File: src/rtl/instr_fetch_buffer.sv
// Fetch stage with a small prefetch FIFO: owns the fetch PC, fetches one ROM word
// per cycle and hands the oldest {pc, instr} to Decode over valid/ready.
module instr_fetch_buffer #(
  parameter int          DEPTH    = 4,
  parameter logic [31:0] RESET_PC = 32'h0000_0000
) (
  input  logic                     clock,
  input  logic                     reset,
  input  logic                     enable,
  output logic [31:0]              rom_address,
  input  logic [31:0]              rom_data,
  input  logic                     redirect,
  input  logic [31:0]              redirect_target,
  input  logic                     out_ready,
  output logic                     out_valid,
  output logic [31:0]              instr,
  output logic [31:0]              pc,
  output logic [$clog2(DEPTH):0]   count
);

  localparam int AW = $clog2(DEPTH);
  localparam int CW = AW + 1;
  localparam logic [31:0] NOP = 32'h0000_0013;

  logic [31:0]   fetch_pc_q, fetch_pc_d;
  logic [AW-1:0] wr_ptr_q, wr_ptr_d;
  logic [AW-1:0] rd_ptr_q, rd_ptr_d;
  logic [CW-1:0] count_q, count_d;
  logic [31:0]   pc_mem_q    [DEPTH];
  logic [31:0]   pc_mem_d    [DEPTH];
  logic [31:0]   instr_mem_q [DEPTH];
  logic [31:0]   instr_mem_d [DEPTH];
  logic          pop_s;
  logic          push_s;

  assign out_valid   = (count_q != {CW{1'b0}});
  assign rom_address = fetch_pc_q;
  assign count       = count_q;
  assign instr       = out_valid ? instr_mem_q[rd_ptr_q] : NOP;
  assign pc          = out_valid ? pc_mem_q[rd_ptr_q] : 32'h0000_0000;

  // Handshake qualifiers; a full queue still accepts a push when the head leaves.
  always_comb begin
    pop_s  = enable & out_valid & out_ready & ~redirect;
    push_s = enable & ~redirect & ((count_q < CW'(DEPTH)) | pop_s);
  end

  // Next-state for PC, pointers, occupancy and storage; redirect discards everything.
  always_comb begin
    fetch_pc_d  = fetch_pc_q;
    wr_ptr_d    = wr_ptr_q;
    rd_ptr_d    = rd_ptr_q;
    count_d     = count_q;
    pc_mem_d    = pc_mem_q;
    instr_mem_d = instr_mem_q;
    if (enable && redirect) begin
      fetch_pc_d = {redirect_target[31:2], 2'b00};
      wr_ptr_d   = {AW{1'b0}};
      rd_ptr_d   = {AW{1'b0}};
      count_d    = {CW{1'b0}};
    end else begin
      if (push_s) begin
        pc_mem_d[wr_ptr_q]    = fetch_pc_q;
        instr_mem_d[wr_ptr_q] = rom_data;
        wr_ptr_d              = wr_ptr_q + AW'(1);
        fetch_pc_d            = fetch_pc_q + 32'd4;
      end else begin
        wr_ptr_d = wr_ptr_q;
      end
      if (pop_s) begin
        rd_ptr_d = rd_ptr_q + AW'(1);
      end else begin
        rd_ptr_d = rd_ptr_q;
      end
      if (push_s && !pop_s) begin
        count_d = count_q + CW'(1);
      end else if (pop_s && !push_s) begin
        count_d = count_q - CW'(1);
      end else begin
        count_d = count_q;
      end
    end
  end

  // State registers; reset empties the queue immediately without a clock.
  always_ff @(posedge clock or negedge reset) begin
    if (!reset) begin
      fetch_pc_q <= RESET_PC;
      wr_ptr_q   <= {AW{1'b0}};
      rd_ptr_q   <= {AW{1'b0}};
      count_q    <= {CW{1'b0}};
      for (int i = 0; i < DEPTH; i++) begin
        pc_mem_q[i]    <= 32'h0000_0000;
        instr_mem_q[i] <= NOP;
      end
    end else begin
      fetch_pc_q  <= fetch_pc_d;
      wr_ptr_q    <= wr_ptr_d;
      rd_ptr_q    <= rd_ptr_d;
      count_q     <= count_d;
      pc_mem_q    <= pc_mem_d;
      instr_mem_q <= instr_mem_d;
    end
  end

endmodule
File: config.mk
export PLATFORM = sky130hd
export DESIGN_NAME = instr_fetch_buffer
export DESIGN_NICKNAME = d
export VERILOG_FILES = /design/src/rtl/instr_fetch_buffer.sv
export SDC_FILE = /design/constraint.sdc
export NUM_CORES = 1
export LEC_CHECK = 0
export CAP_MARGIN = 25
export CORE_ASPECT_RATIO = 0.9
export CORE_MARGIN = 1.5
export CORE_UTILIZATION = 53
export DETAILED_ROUTE_END_ITERATION = 12
export PLACE_DENSITY = 0.73
export REMOVE_ABC_BUFFERS = 1
export SETUP_SLACK_MARGIN = 0.3
export SLEW_MARGIN = 25
export SYNTH_ARGS = -nofsm -noshare
export SYNTH_HDL_FRONTEND = slang
export SYNTH_SLANG_ARGS = --single-unit
File: constraint.sdc
create_clock -name clock -period 2.5 [get_ports clock]
set_input_delay 0.5 -clock clock [delete_from_list [all_inputs] [get_ports clock]]
set_output_delay 0.5 -clock clock [all_outputs]
set_load 0.005 [all_outputs]
==> metrics <==
status=finished with violations; violated checks=negative setup slack; power density over the cells=1280 nW/um^2; Critical R2R Capture=pc_mem_q[18]; Max-slew headroom=53.1%; vias per inst=5.71; Cells after DPL=1,389; crit-path cells=buf_6, buf_16, buf_8, mux4_2, and2_4, buf_6; Iter 0 DRT Violations=494; # DRC=0; share of synthesized registers carrying an async set or reset=100%; leakage=7.75 nW; fin cells=1,505; CTS tree=built; Avg Cell Area, Syn=14.2 sq um; min cycle time layout=2.72 ns; Clock Skew=0.0151 ns; total internal power=16.1 mW; Final WS setup=-0.218 ns; DIE AREA=25,900 sq um; commonest non-fill, non-tap cells in the layout=261 x dfrtp_1, 244 x mux2_2, 98 x clkdlybuf4s50_1; Syn Std Cell Area=13,200 sq um; DR pass1 iterations=5; vias in the first global route=8,877; Arrival @ worst endpoint=2.22 ns; port bufs=162; gp weighted congestion=0.801; Setup CP Type=reg -> out; mux cell area share after synthesis=31.4%; total CTS buffers=31; Comb power frac=45.4%; largest net degree at the start of global routing=127; Initial Util=54.3%; peak supply drop=0.966 mV; Clock transition at path regs=0.06 ns; most common cell after layout, fill and taps aside=dfrtp_1; flop2flop setup slack=0.55 ns; area delta synth->final=32.9%; R2R depth=6; max incr delay on CP=0.50 ns; crit path max-delay cell type=mux4_2; Die Wd=169 um; Detail Route Antenna Nets=0; most used cell, CP=buf_6; #FFs+latches synth=285; crit start category=register; Ys Warns=0; MaxCap Viol Count=0; post-synthesis sequential area ratio=54.1%; via count=8,595; setup violators final=62; top_reg_cell synth=dfrtp_1; compound-gate portion of the synthesized area=1.90%; fillers=1,606; first-pass GRT wire length=50,000 um; Synth cell types=43; CTS Buffer Depth=3; Worst EP required=2.00 ns; main combinational cell family by area after synthesis=multiplexers; worst slew pin tran=0.704 ns; routed len/inst=20.8 um; Adder-Cell Fraction of Synth Area=0.625%; total clock sinks=285; initial antenna violation count=2; f_max=0.368 GHz; die height=153 um; share of layout cells above drive strength 1=51.6%; period utilization=109%; I/O Pins=169; CTS H-tree lvls=1; number of flops mapped to enable cells by yosys=0; Post-Syn Instances=927; pre-CTS setup slack=0.0386 ns; Hold Path Class=in -> async; r2r startpoint=count[2]; Worst-Skew Late Latency=0.55 ns; Core Region=24,300 sq um; Net Sw Power=6.32 mW; row count=54; Switching Fraction=28.2%; Final Hold Viols=0; DP HPWL=18,900 um; Clk pwr share=19.7%; root buffer cell=clkbuf_16; Synth Area in XOR/XNOR=1.53%; total track usage=24.9%; Hold WS=0.337 ns; GR Overflow Total=0; sequential share of power=34.9%; CP Capture Type=primary output; simple-gate area share of the yosys netlist=7.83%; worst-path maximum fanout=7; Final nets=1,249; Final Max Slew Viols=0; RSZ-0062 raised after global routing=yes; final wirelength=31,400 um
[routing by layer]
layer  up-vias  share of wire (%)  wire, um  global-route usage (%)
li1       3865                  -         -                       -
met1      4457                 45     14200                    36.1
met2       217                 48     15000                    39.6
met3        54                5.1      1610                    4.10
met4         2                1.9       606                    6.07
met5         -              0.041        13                       0
[worst max-delay path: cells and delay by family (launching register included)]
kind          cells  cell delay (ns)
simple gates      1             0.16
buf+inv           4             0.52
mux               1             0.50
flops             1             0.48
[what timing repair did]
item,CTS,global route
setup endpoints to repair,65,76
hold buffers,1,0
cloned,6,0
hold endpoints to repair,11,0
resized for setup,369,36
buffers inserted,43,10
pin swaps,50,5
[area by class of cell]
class	count	area, sq um	area share, %
Sequential cell	285	7170	40.8
Multi-Input combinational cell	571	5890	33.6
Timing Repair Buffer	276	3080	17.6
Clock buffer	47	916	5.22
Tap cell	308	385	2.20
Clock inverter	8	67.6	0.385
Inverter	9	38.8	0.221
Antenna cell	1	2.50	0.0143
[Yosys cell counts, drive strengths merged (3+ instances only)]
library cell | count | area [sq um]
a211oi | 3 | 22.5
a21oi | 9 | 45.0
a31oi | 4 | 25.0
and2 | 61 | 382
and3 | 3 | 18.8
buf | 45 | 233
clkbuf | 20 | 75.1
dfrtp | 273 | 6830
dfstp | 12 | 315
ha | 5 | 62.6
inv | 8 | 30.0
mux2 | 244 | 2750
mux4 | 62 | 1400
nand2 | 43 | 161
nand3 | 15 | 80.1
nand4 | 13 | 87.6
nor2 | 24 | 97.6
nor3 | 10 | 50.1
nor3b | 3 | 22.5
nor4 | 4 | 55.1
o21ai | 24 | 120
or2 | 3 | 18.8
xnor2 | 10 | 87.6
xor2 | 13 | 114
[registers in the layout, indices dropped and copies added, names as in the netlist]
signal,flops
instr_mem_q,128
pc_mem_q,120
rd_ptr_q,2
rom_address,30
wr_ptr_q,2
count,3
[worst max-delay path by stage]
stage | start | endpoint | slack (ns)
floorplan | rd_ptr_q[0] | instr[0] | -1.47
global placement | rd_ptr_q[0] | pc[22] | 0.05
detailed placement | rd_ptr_q[0] | pc[22] | 0.04
CTS | rd_ptr_q[0] | pc[24] | -0.23
global route | rd_ptr_q[0] | pc[20] | -0.27
finish | rd_ptr_q[0] | pc[24] | -0.22
[power groups by stage]
stage                     logic [mW]  clock network [mW]  registers (mW)
after floorplan                 4.56                   0            7.75
after global placement          7.94                   0            7.77
after detailed placement        8.11                   0            7.88
after CTS                       9.88                4.47            7.79
after global routing            10.9                4.67            8.06
final                           10.2                4.41            7.82
[per-stage QoR]
step                TNS [ns]  power, mW  util (%)  area (sq um)
CTS                    -9.29       22.1      71.4         17400
finish                 -9.32       22.4      72.1         17500
floorplan            -157.91       12.3         -         12900
detailed placement         0       16.0      64.2         15600
global placement           0       15.7      64.2         15600
global route          -12.18       23.6      72.1         17500
[logic make-up (layout without fill, tap and decap cells)]
family,Yosys count,in the layout
other,1,5
AOI/OAI and AO/OA,45,45
and+or+nand+nor,187,187
DFF,285,285
adders and majority gates,6,6
xor gates and xnor gates,23,23
buffers and inverters,74,340
muxes,306,306
Note: power is estimated with default switching activity, not from simulation.
